==> src/rtl/trap_sequencer_pkg.sv <==
// Shared types for the writeback trap/flush sequencer: exception causes,
// sequencer states and the kind of event being sequenced.
package trap_sequencer_pkg;

  typedef enum logic [3:0] {
    IMISALIGN  = 4'd0,
    IACCESS    = 4'd1,
    IILLEGAL   = 4'd2,
    BREAKPOINT = 4'd3,
    LMISALIGN  = 4'd4,
    LACCESS    = 4'd5,
    SMISALIGN  = 4'd6,
    SACCESS    = 4'd7,
    ECALL_U    = 4'd8,
    ECALL_M    = 4'd11
  } ecause_t;

  typedef enum logic [1:0] {
    TS_IDLE  = 2'd0,
    TS_DRAIN = 2'd1,
    TS_KILL  = 2'd2,
    TS_REDIR = 2'd3
  } trap_state_t;

  typedef enum logic {
    TK_EXC   = 1'b0,
    TK_FLUSH = 1'b1
  } trap_kind_t;

  localparam int unsigned ECAUSE_W = $bits(ecause_t);

  // mcause is the cause code zero-extended to the full CSR width.
  function automatic logic [31:0] cause_to_mcause(input ecause_t c);
    return {{(32 - ECAUSE_W){1'b0}}, c};
  endfunction

endpackage

==> src/rtl/trap_sequencer.sv <==
// Writeback trap/flush sequencer: drains fetch1/memory1 bus activity, kills the
// pipeline, writes mepc/mcause on exceptions and redirects fetch1.
// Optional event counters are built when TRAP_SEQ_COUNT_EN is defined.
//
// state    | meaning
// ---------+----------------------------------------------------------
// TS_IDLE  | waiting for an exception or flush from the write stage
// TS_DRAIN | event captured, waiting for fe1/mem1 busy to clear
// TS_KILL  | one cycle: kill pipeline, CSR strobes (exc), load target
// TS_REDIR | kill held, redirect_valid until fetch1 accepts it
module trap_sequencer
  import trap_sequencer_pkg::*;
#(
  parameter logic [31:0] RESET_PC = 32'h0000_0000
) (
  input  logic        clk_core,
  input  logic        reset,
  input  logic        wb_valid,
  input  logic        wb_exc,
  input  ecause_t     wb_exc_cause,
  input  logic        wb_flush,
  input  logic [29:0] wb_pc,
  input  logic        fe1_busy,
  input  logic        mem1_busy,
  input  logic [29:0] csr_mtvec,
  output logic        trap_kill,
  output logic        mepc_we,
  output logic [29:0] mepc_wdata,
  output logic        mcause_we,
  output logic [31:0] mcause_wdata,
  output logic        redirect_valid,
  output logic [29:0] redirect_pc,
  input  logic        redirect_ready,
  output logic        trap_busy
`ifdef TRAP_SEQ_COUNT_EN
  ,
  output logic [31:0] exc_count,
  output logic [31:0] flush_count
`endif
);

  trap_state_t state_q, state_d;
  trap_kind_t  kind_q,  kind_d;
  ecause_t     cause_q, cause_d;
  logic [29:0] pc_q,    pc_d;
  logic [29:0] redir_q, redir_d;
  logic        kill_exc;

  always_ff @(posedge clk_core) begin
    if (reset) begin
      state_q <= TS_IDLE;
      kind_q  <= TK_EXC;
      cause_q <= ecause_t'('0);
      pc_q    <= '0;
      redir_q <= RESET_PC[31:2];
    end else begin
      state_q <= state_d;
      kind_q  <= kind_d;
      cause_q <= cause_d;
      pc_q    <= pc_d;
      redir_q <= redir_d;
    end
  end

  always_comb begin
    state_d = state_q;
    kind_d  = kind_q;
    cause_d = cause_q;
    pc_d    = pc_q;
    redir_d = redir_q;
    unique case (state_q)
      TS_IDLE: begin
        if (wb_exc) begin
          kind_d  = TK_EXC;
          cause_d = wb_exc_cause;
          pc_d    = wb_pc;
          state_d = (fe1_busy || mem1_busy) ? TS_DRAIN : TS_KILL;
        end else if (wb_valid && wb_flush) begin
          kind_d  = TK_FLUSH;
          pc_d    = wb_pc;
          state_d = (fe1_busy || mem1_busy) ? TS_DRAIN : TS_KILL;
        end
      end
      TS_DRAIN: begin
        if (!fe1_busy && !mem1_busy) state_d = TS_KILL;
      end
      TS_KILL: begin
        // Flush resumes at the instruction after the one that asked for it.
        redir_d = (kind_q == TK_EXC) ? csr_mtvec : pc_q + 30'd1;
        state_d = TS_REDIR;
      end
      TS_REDIR: begin
        if (redirect_ready) state_d = TS_IDLE;
      end
      default: state_d = TS_IDLE;
    endcase
  end

  // Reset in the KILL cycle must not leave a half-written trap in the CSRs.
  assign kill_exc = (state_q == TS_KILL) && (kind_q == TK_EXC) && !reset;

  always_comb begin
    trap_kill      = (state_q == TS_KILL) || (state_q == TS_REDIR);
    trap_busy      = (state_q != TS_IDLE);
    redirect_valid = (state_q == TS_REDIR);
    redirect_pc    = redir_q;
    mepc_we        = kill_exc;
    mepc_wdata     = pc_q;
    mcause_we      = kill_exc;
    mcause_wdata   = cause_to_mcause(cause_q);
  end

`ifdef TRAP_SEQ_COUNT_EN
  logic [31:0] exc_cnt_q;
  logic [31:0] flush_cnt_q;

  always_ff @(posedge clk_core) begin
    if (reset) begin
      exc_cnt_q   <= '0;
      flush_cnt_q <= '0;
    end else if (state_q == TS_KILL) begin
      if (kind_q == TK_EXC) exc_cnt_q   <= exc_cnt_q + 32'd1;
      else                  flush_cnt_q <= flush_cnt_q + 32'd1;
    end
  end

  assign exc_count   = exc_cnt_q;
  assign flush_count = flush_cnt_q;
`endif

endmodule
==> config.mk <==
export PLATFORM = sky130hd
export DESIGN_NAME = trap_sequencer
export DESIGN_NICKNAME = d
export VERILOG_FILES = /design/src/rtl/trap_sequencer_pkg.sv /design/src/rtl/trap_sequencer.sv
export SDC_FILE = /design/constraint.sdc
export NUM_CORES = 1
export LEC_CHECK = 0
export ABC_AREA = 1
export BUFFER_PORTS_ARGS = -buffer_cell sky130_fd_sc_hd__buf_4
export CAP_MARGIN = 20
export CORE_ASPECT_RATIO = 2
export CORE_MARGIN = 2
export CORE_UTILIZATION = 47
export CTS_CLUSTER_DIAMETER = 50
export CTS_CLUSTER_SIZE = 16
export DETAILED_ROUTE_END_ITERATION = 8
export GPL_TIMING_DRIVEN = 0
export PLACE_DENSITY = 0.8
export REMOVE_ABC_BUFFERS = 1
export SYNTH_ARGS = -nofsm -noshare
export SYNTH_HDL_FRONTEND = slang
export SYNTH_SLANG_ARGS = --single-unit
==> constraint.sdc <==
create_clock -name clk_core -period 1.6 [get_ports clk_core]
set_input_delay 0.16 -clock clk_core [delete_from_list [all_inputs] [get_ports clk_core]]
set_output_delay 0.16 -clock clk_core [all_outputs]
set_load 0.02 [all_outputs]
## Yosys cells after proc, flatten, opt, wreduce, memory -nomap -nowiden

Cells that the tools add are included.

- Flip-flop bits (word level): 67
- Logic and storage cells: 39
- Input port bits: 72

- Add/sub/neg operators: 1
- Bitwise operators: 1
- Muxes and demuxes: 11
- Reduce and logical (&&, ||, !) cells: 15
- Equal/unequal tests: 6

Operators with widths:

| kind | number |
|---|---|
| $mux 30 | 3 |
| $add 30x1->30 const B | 1 |
| $mux 2 | 5 |
| $pmux 2 s4 | 1 |
| $eq 2x2->1 const B | 2 |
| $logic_and 1x1->1 | 4 |
| $reduce_and 2->1 | 2 |
| $reduce_bool 2->1 | 2 |
| $logic_not 1->1 | 3 |
| $ne 3x3->1 const B | 1 |
| $reduce_and 3->1 | 1 |
| $eq 2x1->1 const B | 1 |
| $logic_not 2->1 | 1 |
| $logic_or 1x1->1 | 2 |
| $mux 1 | 2 |
| $ne 2x1->1 const B | 1 |
| $ne 2x2->1 const B | 1 |
| $not 1->1 | 1 |

## Logic depth before layout (Yosys ltp)

- Word-level depth: 5
- Mapped depth: 10
- Depth with buffers taken out: 10

## Worst setup path before layout

OpenSTA, ideal clock, no wires.

- Path type: register to output
- From: register state_q[0]
- To: output mepc_we
- Buffers on the path: 2
- Required time: 1.440 ns
- Setup slack: -0.265 ns
- Stages on the path, launching flop included: 7
- Arrival: 1.705 ns
- Cell sequence: dfxtp_1 inv_1 ha_1 clkinv_1 clkbuf_1 nor3_1 buf_4

- Cells in the longest elaborated chain, start to end: 3

RTL lines:

| what | RTL line | source |
|---|---|---|
| start, declared | trap_sequencer.sv:42 | `trap_state_t state_q, state_d;` |
| start signal, assigned | trap_sequencer.sv:57 | `state_q <= state_d;` |
| $eq 2x2->1 | trap_sequencer.sv:100 | `assign kill_exc = (state_q == TS_KILL) && (kind_q == TK_EXC) && !reset;` |
| $logic_and 1x1->1 (2 in series) | trap_sequencer.sv:100 |  |
| end, declared | trap_sequencer.sv:27 | `output logic mepc_we,` |

Every way passes these cells.

## Worst setup path in the final report

Same ends and word-level chain as after synthesis.

==> summary.md <==
| Metric | Value |
|---|---|
| Outcome | completed |
| Gr ovfl total | 0 |
| Num Clock Sinks | 67 |
| Setup crit end kind | output port |
| Largest net degree at the start of global routing | 53 |
| Root Driver | clkbuf_16 |
| Io pins | 169 |
| Setup WS post-layout | 0.01320 ns |
| Slew @ Worst Pin | 0.5622 ns |
| Drt pass-1 iters | 4 |
| Drt initial violations | 236 |
| Most frequent cells in the layout | 151 x buf_4, 130 x nand2_1, 75 x a21oi_1 |
| Share of cells above drive strength 1 | 30.86% |
| Mapped Area | 3710 µm² |
| Lkg Pwr | 2.371 nW |
| Cell count after synthesis | 567 |
| Slew margin rel. | 62.48% |
| RSZ-0062 raised after global routing | true |
| Starting Density | 48.81% |
| RePlAce Congestion | 0.8951 |
| Synthesis-to-layout area growth | 44.89% |
| Via count | 4247 |
| Setup crit start kind | register |
| Post-synthesis register bit count | 67 |
| Worst hold path type | in -> reg |
| DRT Wirelength | 12.90 mm |
| Die Area | 8663 µm² |
| DP HPWL | 8.677 mm |
| Synthesized area per cell | 6.543 µm² |
| Crit-path max FO | 5 |
| Crit share post-route | 99.17% |
| Post-Place Cells | 775 |
| CTS Buf Count | 9 |
| Hold Violations, Final | 0 |
| DP Worst Slack | -1.063 ns |
| Max Fclk | 630.2 MHz |
| DIE HEIGHT | 129.6 µm |
| First-pass GRT wire length | 19.41 mm |
| Clk pin slew, worst setup/hold paths | 0.05 ns |
| Ys Warns | 0 |
| Post-route minimum period | 1.587 ns |
| Final setup vio count | 0 |
| Total GRT Usage | 30.14% |
| Pwr dens | 1560 nW/µm² |
| Final Util | 70.72% |
| Yosys cell types | 23 |
| Row cnt | 45 |
| CTS tree | yes |
| Non-filler cells, final | 807 |
| Worst Path Arrival | 1.43 ns |
| H-Tree Depth | 3 |
| VDD IR max | 1.470 mV |
| # Max-Cap Violations | 0 |
| Antenna cells | 0 |
| NumNets Final | 786 |
| Required @ worst endpoint | 1.44 ns |
| DR WL/cell | 15.99 µm |
| Die span in x | 66.82 µm |
| Clock Path Buffers | 2 |
| Port bufs | 140 |
| ANT nets after route | 0 |
| Drc violations | 0 |
| Initial antenna violation count | 0 |
| Vias in the first global route | 4185 |
| Core Region | 7601 µm² |
| Worst Skew | 0.006025 ns |
| Max-slew violation count | 0 |
| Seq/Total Area, Yosys | 36.16% |
| Most common cell after layout, fill and taps aside | buf_4 |
| Vias per Instance | 5.263 |
| Worst setup path class | reg -> out |
| Clock Latency Late Sink | 0.34 ns |
| Fin Hold WS | 0.08216 ns |
cells in the mapped netlist:
cell type	instances	area share [%]
a211oi_1	1	0.20
a21oi_1	75	10
a31oi_1	1	0.17
and2_1	2	0.34
buf_2	2	0.27
buf_4	29	5.9
clkbuf_1	24	2.4
clkinv_1	1	0.10
conb_1	1	0.10
dfxtp_1	67	36
ha_1	5	1.7
inv_1	43	4.4
nand2_1	133	13
nand2_2	2	0.34
nand2_4	1	0.30
nand3_1	40	5.4
nor2_1	71	7.2
nor2_2	3	0.51
nor2_4	5	1.5
nor3_1	2	0.27
o211ai_1	4	0.81
o21ai_0	45	6.1
xor2_1	10	2.4
metrics by stage:
step	cell area, µm²	TNS, ns	power (mW)
after floorplan	3493	-25.05	4.406
final	5375	0	8.387
after CTS	5219	-0.03455	8.166
after global routing	5375	-0.4586	8.862
after detailed placement	4721	-43.45	5.859
after global placement	4662	-68.27	5.698
kinds of logic (layout without fill, tap and decap cells):
kind of cell / Yosys count / after routing / synth area share, %
AO/OA/AOI/OAI: 126 / 126 / 17.37
flip-flops: 67 / 67 / 36.16
XOR/XNOR: 10 / 10 / 2.361
other: 1 / 28 / 0.1011
buffers and inverters: 99 / 218 / 13.02
AND/OR/NAND/NOR: 259 / 259 / 29.31
adder cells (fa/ha/maj): 5 / 5 / 1.686
worst max-delay path: stages, from the launching register on:
cell	delay (ns)
dfxtp_2	0.36
inv_4	0.09
ha_4	0.19
clkinv_8	0.08
nor3_4	0.22
buf_6	0.15
final timing paths:
| kind | start | end | slack [ns] | depth (start not counted) |
|---|---|---|---|---|
| hold reg to reg | redirect_pc[17]$_SDFFE_PP0N_ | redirect_pc[17]$_SDFFE_PP0N_ | 0.46 | 2 |
| setup reg to reg | mepc_wdata[0]$_SDFFE_PP0P_ | redirect_pc[18]$_SDFFE_PP0N_ | 0.03 | 10 |
| setup / recovery | state_q[0]$_SDFFE_PP0P_ | mepc_we | 0.01 | 5 |
| hold / removal | wb_exc_cause[3] | cause_q[3]$_SDFFE_PP0P_ | 0.08 | 3 |
repair_timing:
action,4_1_cts,5_1_grt
pin swaps,4,11
gates cloned,1,1
hold buffers,0,0
buffers inserted,6,9
gates resized for setup,30,26
endpoints found under the setup margin,67,52
where the power goes:
part           switching, mW  total (mW)  internal [mW]
sequential             0.511        2.67           2.16
combinational           2.18        3.65           1.48
clock                  0.694        2.06           1.37
total                   3.38        8.39           5.01
sequential cells by signal, summed over array words and instances (netlist names):
name         cells
cause_q          4
kind_q           1
redirect_pc     30
state_q          2
mepc_wdata      30
area by class of cell:
cell class	instances	area (µm²)
clock buffers	14	284.0
repair buffers	157	1259
repair inverters	2	16.27
inverters	44	183.9
multi-input cells	428	2120
clock inverters	1	30.03
flip-flops and latches	67	1365
fillers	665	2226
well taps	94	117.6
per-layer routing:
layer	track usage (%)	vias up	wire length [µm]
met2	55.41	180	7137
met4	17.05	0	489
li1	-	2060	-
met3	6.076	35	693
met1	30.40	1972	4580
met5	0	-	0
Note: power is estimated with default switching activity, not from simulation.
